===== src/rtl/seq_pattern_detector.sv =====
// Serial pattern detector: tracks the longest matched PATTERN prefix using a KMP
// transition table built at elaboration, with a registered match pulse and a saturating counter.
module seq_pattern_detector #(
  parameter int unsigned       N       = 5,
  parameter logic [N-1:0]      PATTERN = 5'b11011,
  parameter int unsigned       OVERLAP = 0,
  parameter int unsigned       CNT_W   = 8
) (
  input  logic                   clk,
  input  logic                   rst,
  input  logic                   x,
  input  logic                   en,
  input  logic                   clr,
  output logic                   y,
  output logic [CNT_W-1:0]       match_cnt,
  output logic [$clog2(N)-1:0]   state_o
);

  localparam int unsigned SW = $clog2(N);

  // Bit of PATTERN received in position pos (pos 0 is the first bit on the wire).
  function automatic logic pat_bit(input int unsigned pos);
    logic [N-1:0] sh;
    sh = PATTERN >> (N - 1 - pos);
    return sh[0];
  endfunction

  // Longest k <= max_k such that the first k PATTERN bits equal the last k bits
  // of the string (first s PATTERN bits followed by b).
  function automatic int unsigned fail_len(input int unsigned s, input logic b,
                                           input int unsigned max_k);
    int unsigned res;
    int unsigned idx;
    logic        ok;
    logic        sb;
    res = 0;
    for (int unsigned k = 1; k <= max_k; k++) begin
      ok = 1'b1;
      for (int unsigned j = 0; j < k; j++) begin
        idx = s + 1 - k + j;
        sb  = (idx == s) ? b : pat_bit(idx);
        if (sb != pat_bit(j)) ok = 1'b0;
      end
      if (ok) res = k;
    end
    return res;
  endfunction

  function automatic int unsigned next_state(input int unsigned s, input logic b);
    if (s < N - 1 && b == pat_bit(s)) return s + 1;
    if (s == N - 1 && b == PATTERN[0])
      return (OVERLAP != 0) ? fail_len(N - 1, PATTERN[0], N - 1) : 0;
    return fail_len(s, b, s);
  endfunction

  logic [SW-1:0] nxt0 [N];
  logic [SW-1:0] nxt1 [N];

  for (genvar g = 0; g < N; g++) begin : g_tbl
    localparam int unsigned NS0 = next_state(g, 1'b0);
    localparam int unsigned NS1 = next_state(g, 1'b1);
    assign nxt0[g] = SW'(NS0);
    assign nxt1[g] = SW'(NS1);
  end

  logic [SW-1:0]    s_q,   s_d;
  logic             y_q,   y_d;
  logic [CNT_W-1:0] cnt_q, cnt_d;
  logic             match;

  always_comb begin
    s_d   = s_q;
    y_d   = 1'b0;
    cnt_d = cnt_q;
    match = en && (s_q == SW'(N - 1)) && (x == PATTERN[0]);
    if (en) begin
      s_d = x ? nxt1[s_q] : nxt0[s_q];
    end
    y_d = match;
    if (clr) begin
      cnt_d = '0;
    end else if (match && cnt_q != '1) begin
      cnt_d = cnt_q + CNT_W'(1);
    end
  end

  always_ff @(posedge clk) begin
    if (rst) begin
      s_q   <= '0;
      y_q   <= 1'b0;
      cnt_q <= '0;
    end else begin
      s_q   <= s_d;
      y_q   <= y_d;
      cnt_q <= cnt_d;
    end
  end

  assign y         = y_q;
  assign match_cnt = cnt_q;
  assign state_o   = s_q;

endmodule


===== config.mk =====
export PLATFORM = sky130hd
export DESIGN_NAME = seq_pattern_detector
export DESIGN_NICKNAME = d
export VERILOG_FILES = /design/src/rtl/seq_pattern_detector.sv
export SDC_FILE = /design/constraint.sdc
export NUM_CORES = 1
export LEC_CHECK = 0
export CORE_MARGIN = 10
export CORE_UTILIZATION = 44
export DETAILED_ROUTE_END_ITERATION = 10
export GPL_ROUTABILITY_DRIVEN = 1
export PLACE_DENSITY = 0.84
export RECOVER_POWER = 50
export SLEW_MARGIN = 20
export SYNTH_ARGS = -nofsm -noshare
export SYNTH_HDL_FRONTEND = slang
export SYNTH_SLANG_ARGS = --single-unit
export TNS_END_PERCENT = 100

===== constraint.sdc =====
create_clock -name clk -period 1.89 [get_ports clk]
set_input_delay 0.189 -clock clk [delete_from_list [all_inputs] [get_ports clk]]
set_output_delay 0.189 -clock clk [all_outputs]
set_load 0.01 [all_outputs]

==> flow_metrics.env <==
export IMPL_status="finished, final reports clean"
export IMPL_r2r_start="state_o[0]$_SDFFE_PP0P_"
export IMPL_grt_pass1_vias=560
export IMPL_tightest_slew_ps=347
export IMPL_hold_path_startpoint="match_cnt[6]$_SDFFE_PP0P_"
export IMPL_start_util_pct=46.5
export IMPL_vias=587
export IMPL_drtIter0Drc=25
export IMPL_pre_cts_slack_ps=180
export IMPL_synth_area_leaders="dfxtp_1 40%, ha_1 8.3%, a21oi_1 5.8%"
export IMPL_slowest_delay_ps=340
export IMPL_cp_max_fo=6
export IMPL_dieHeight_um=57.1
export IMPL_cts_hold_fix_buffers=0
export IMPL_synth_avg_cell_area_um2=8.53
export IMPL_syn_cell_area_um2=606
export IMPL_hold_violations=0
export IMPL_synth_async_reset_ratio_pct=0
export IMPL_finClkSkew_ps=5.59
export IMPL_regToRegSetupSlack_ps=260
export IMPL_gp_congestion=0.763
export IMPL_maxSlewHeadroom_pct=76.6
export IMPL_final_area_um2=811
export IMPL_worstSetupEndpointType="flop"
export IMPL_power_density_nw_per_um2=552
export IMPL_cap_viol_max_count=0
export IMPL_rsz0062_at_grt="false"
export IMPL_required_ps=2100
export IMPL_synth_nets=80
export IMPL_grt_first_pass_wirelength_mm=2.35
export IMPL_cp_arrival_ps=1840
export IMPL_swShare_pct=22.5
export IMPL_seqPwrFrac_pct=57.5
export IMPL_port_buffers=16
export IMPL_worstSkewPairLatency_ps=270
export IMPL_cp_slowest_cell="dfxtp_1"
export IMPL_drive_above_1_share_pct=7.78
export IMPL_period_needed_ps=1630
export IMPL_ant_nets=0
export IMPL_postPlaceCellArea_um2=788
export IMPL_post_cts_buffers=0
export IMPL_clkTransAtPathRegs_ps=70
export IMPL_ir_drop_mv=0.297
export IMPL_cts_resized_gates=0
export IMPL_pin_count=17
export IMPL_final_max_slew_viol_count=0
export IMPL_areaGrowthSynthToFinish_pct=33.9
export IMPL_hold_depth=1
export IMPL_ys_types=23
export IMPL_synthCells=71
export IMPL_nets=101
export IMPL_antenna_found_initial=0
export IMPL_yosys_area_top_type="dfxtp_1"
export IMPL_comb_power_share_pct=8.3
export IMPL_hold_path_class="flop to flop"
export IMPL_startpoint_type="flop"
export IMPL_ys_ff_latch=12
export IMPL_synth_top_area_share_pct=39.7
export IMPL_max_freq_mhz=614
export IMPL_clockPowerShare_pct=34.3
export IMPL_first_pass_iters=4
export IMPL_drc_errors=0
export IMPL_cts_root_buf="clkbuf_4"
export IMPL_ys_flop_type="dfxtp_1"
export IMPL_yosys_warnings=0
export IMPL_p_int_mw=0.347
export IMPL_crit_family="simple AND/OR/NAND/NOR gates"
export IMPL_critPathKind="flop to flop"
export IMPL_cts_path_max_buffers=2
export IMPL_track_usage_pct=8.75
export IMPL_core_area_um2=1300
export IMPL_whs_ps=505
export IMPL_dp_final_hpwl_mm=1.09
export IMPL_die_area_um2=3260
export IMPL_finalSetupViolCount=0
export IMPL_clock_sinks=12
export IMPL_timing_final_ws_setup_ps=261
export IMPL_grt_max_degree=9
export IMPL_cts_buffers=3
export IMPL_overflow=0
export IMPL_wl_mm=1.33
export IMPL_synth_seq_area_share_pct=39.7
export IMPL_whs_endpoint="match_cnt[6]$_SDFFE_PP0P_"
export IMPL_switchingPower_mw=0.101
export IMPL_htree_levels=1
export IMPL_synth_edff_count=0
export IMPL_routedWlPerCell_um=12.6
export IMPL_reg2reg_depth=6
export IMPL_antenna_cells=0
export IMPL_fin_crit_sh_pct=86.2
export IMPL_crit_buf_inv=1
export IMPL_cts_tree="yes"
export IMPL_vias_per_cell=5.59
export IMPL_leakage_nw=0.299
export IMPL_path_cells="inv_1 -> ha_1 -> nand4_4 -> or2_1 -> or3_1 -> a21oi_1"
export IMPL_setup_tns_ps=0
export IMPL_r2r_end="match_cnt[5]$_SDFFE_PP0P_"
export IMPL_num_rows=13
export IMPL_die_x_um=57.1
## layout by cell type, fill, tap and decap left out, types with 2 or more instances in the layout
cell / synthesis / routed
dlygate4sd3_1: 0 / 6
inv_1: 4 / 4
nand3_1: 4 / 4
o21ai_0: 3 / 3
clkbuf_4: 0 / 3
dfxtp_1: 12 / 12
nor2_1: 9 / 9
clkdlybuf4s50_1: 0 / 10
nand4_1: 2 / 2
nor3_1: 6 / 6
ha_1: 4 / 4
a21oi_1: 7 / 7
mux2i_1: 3 / 3
nand2_1: 3 / 3
or3_1: 3 / 3
## synthesized netlist by cell type, drive strengths merged, types with 2 or more instances
| master | count |
|---|---|
| a21oi | 7 |
| dfxtp | 12 |
| ha | 4 |
| inv | 4 |
| mux2i | 3 |
| nand2 | 3 |
| nand3 | 4 |
| nand4 | 3 |
| nor2 | 9 |
| nor3 | 6 |
| o21ai | 3 |
| or2 | 2 |
| or3 | 3 |
## how the worst max path moves through the flow
stage,from,end,slack (ps),cells past startpoint
2_1_floorplan,state_o[0]$_SDFFE_PP0P_,match_cnt[3]$_SDFFE_PP0P_,360,6
3_3_place_gp,en,match_cnt[5]$_SDFFE_PP0P_,230,5
3_5_place_dp,en,match_cnt[5]$_SDFFE_PP0P_,180,5
4_1_cts,state_o[0]$_SDFFE_PP0P_,match_cnt[5]$_SDFFE_PP0P_,250,6
5_1_grt,state_o[0]$_SDFFE_PP0P_,match_cnt[5]$_SDFFE_PP0P_,160,6
6_report,state_o[0]$_SDFFE_PP0P_,match_cnt[5]$_SDFFE_PP0P_,260,6
## per-stage QoR
stage / util (%) / instances / power, mW
floorplan: - / 71 / 0.279
global placement: 60.6 / 102 / 0.300
detailed placement: 60.6 / 102 / 0.301
CTS: 62.3 / 105 / 0.454
global route: 62.3 / 105 / 0.468
finish: 62.3 / 105 / 0.448
## power by group through the flow
| stage | combinational, mW | clock (mW) | sequential [mW] |
|---|---|---|---|
| floorplan | 0.0159 | 0 | 0.264 |
| global placement | 0.0369 | 0 | 0.263 |
| detailed placement | 0.0380 | 0 | 0.263 |
| CTS | 0.0380 | 0.158 | 0.257 |
| global route | 0.0407 | 0.170 | 0.258 |
| finish | 0.0370 | 0.154 | 0.257 |
## cell families (layout without fill, tap and decap cells)
| group | count (synthesis) | count (layout) | share of synthesized area [%] |
|---|---|---|---|
| simple gates | 34 | 34 | 31.8 |
| fa+ha+maj | 4 | 4 | 8.26 |
| flops | 12 | 12 | 39.7 |
| compound gates | 12 | 12 | 10.7 |
| mux | 3 | 3 | 4.96 |
| buf+inv | 5 | 24 | 3.10 |
| xor+xnor | 1 | 1 | 1.45 |
## state kept, by name (all words and copies together), names as in the netlist
name	cells
match_cnt	8
y	1
state_o	3
## final cells by class
| class | count | area [um^2] |
|---|---|---|
| flip-flops and latches | 12 | 240 |
| fillers | 124 | 490 |
| multi-input cells | 54 | 347 |
| well taps | 15 | 18.8 |
| repair buffers | 17 | 168 |
| clock buffers | 3 | 22.5 |
| inverters | 4 | 15.0 |
## routing by layer
layer  global-route usage, %  vias to the layer above  wire [um]
met2                    14.6                       17        667
met1                    8.32                      269        525
met3                    5.53                        2        128
met4                    4.03                        0          7
li1                        -                      299          -
met5                       0                        -          0
Note: power is estimated with default switching activity, not from simulation.
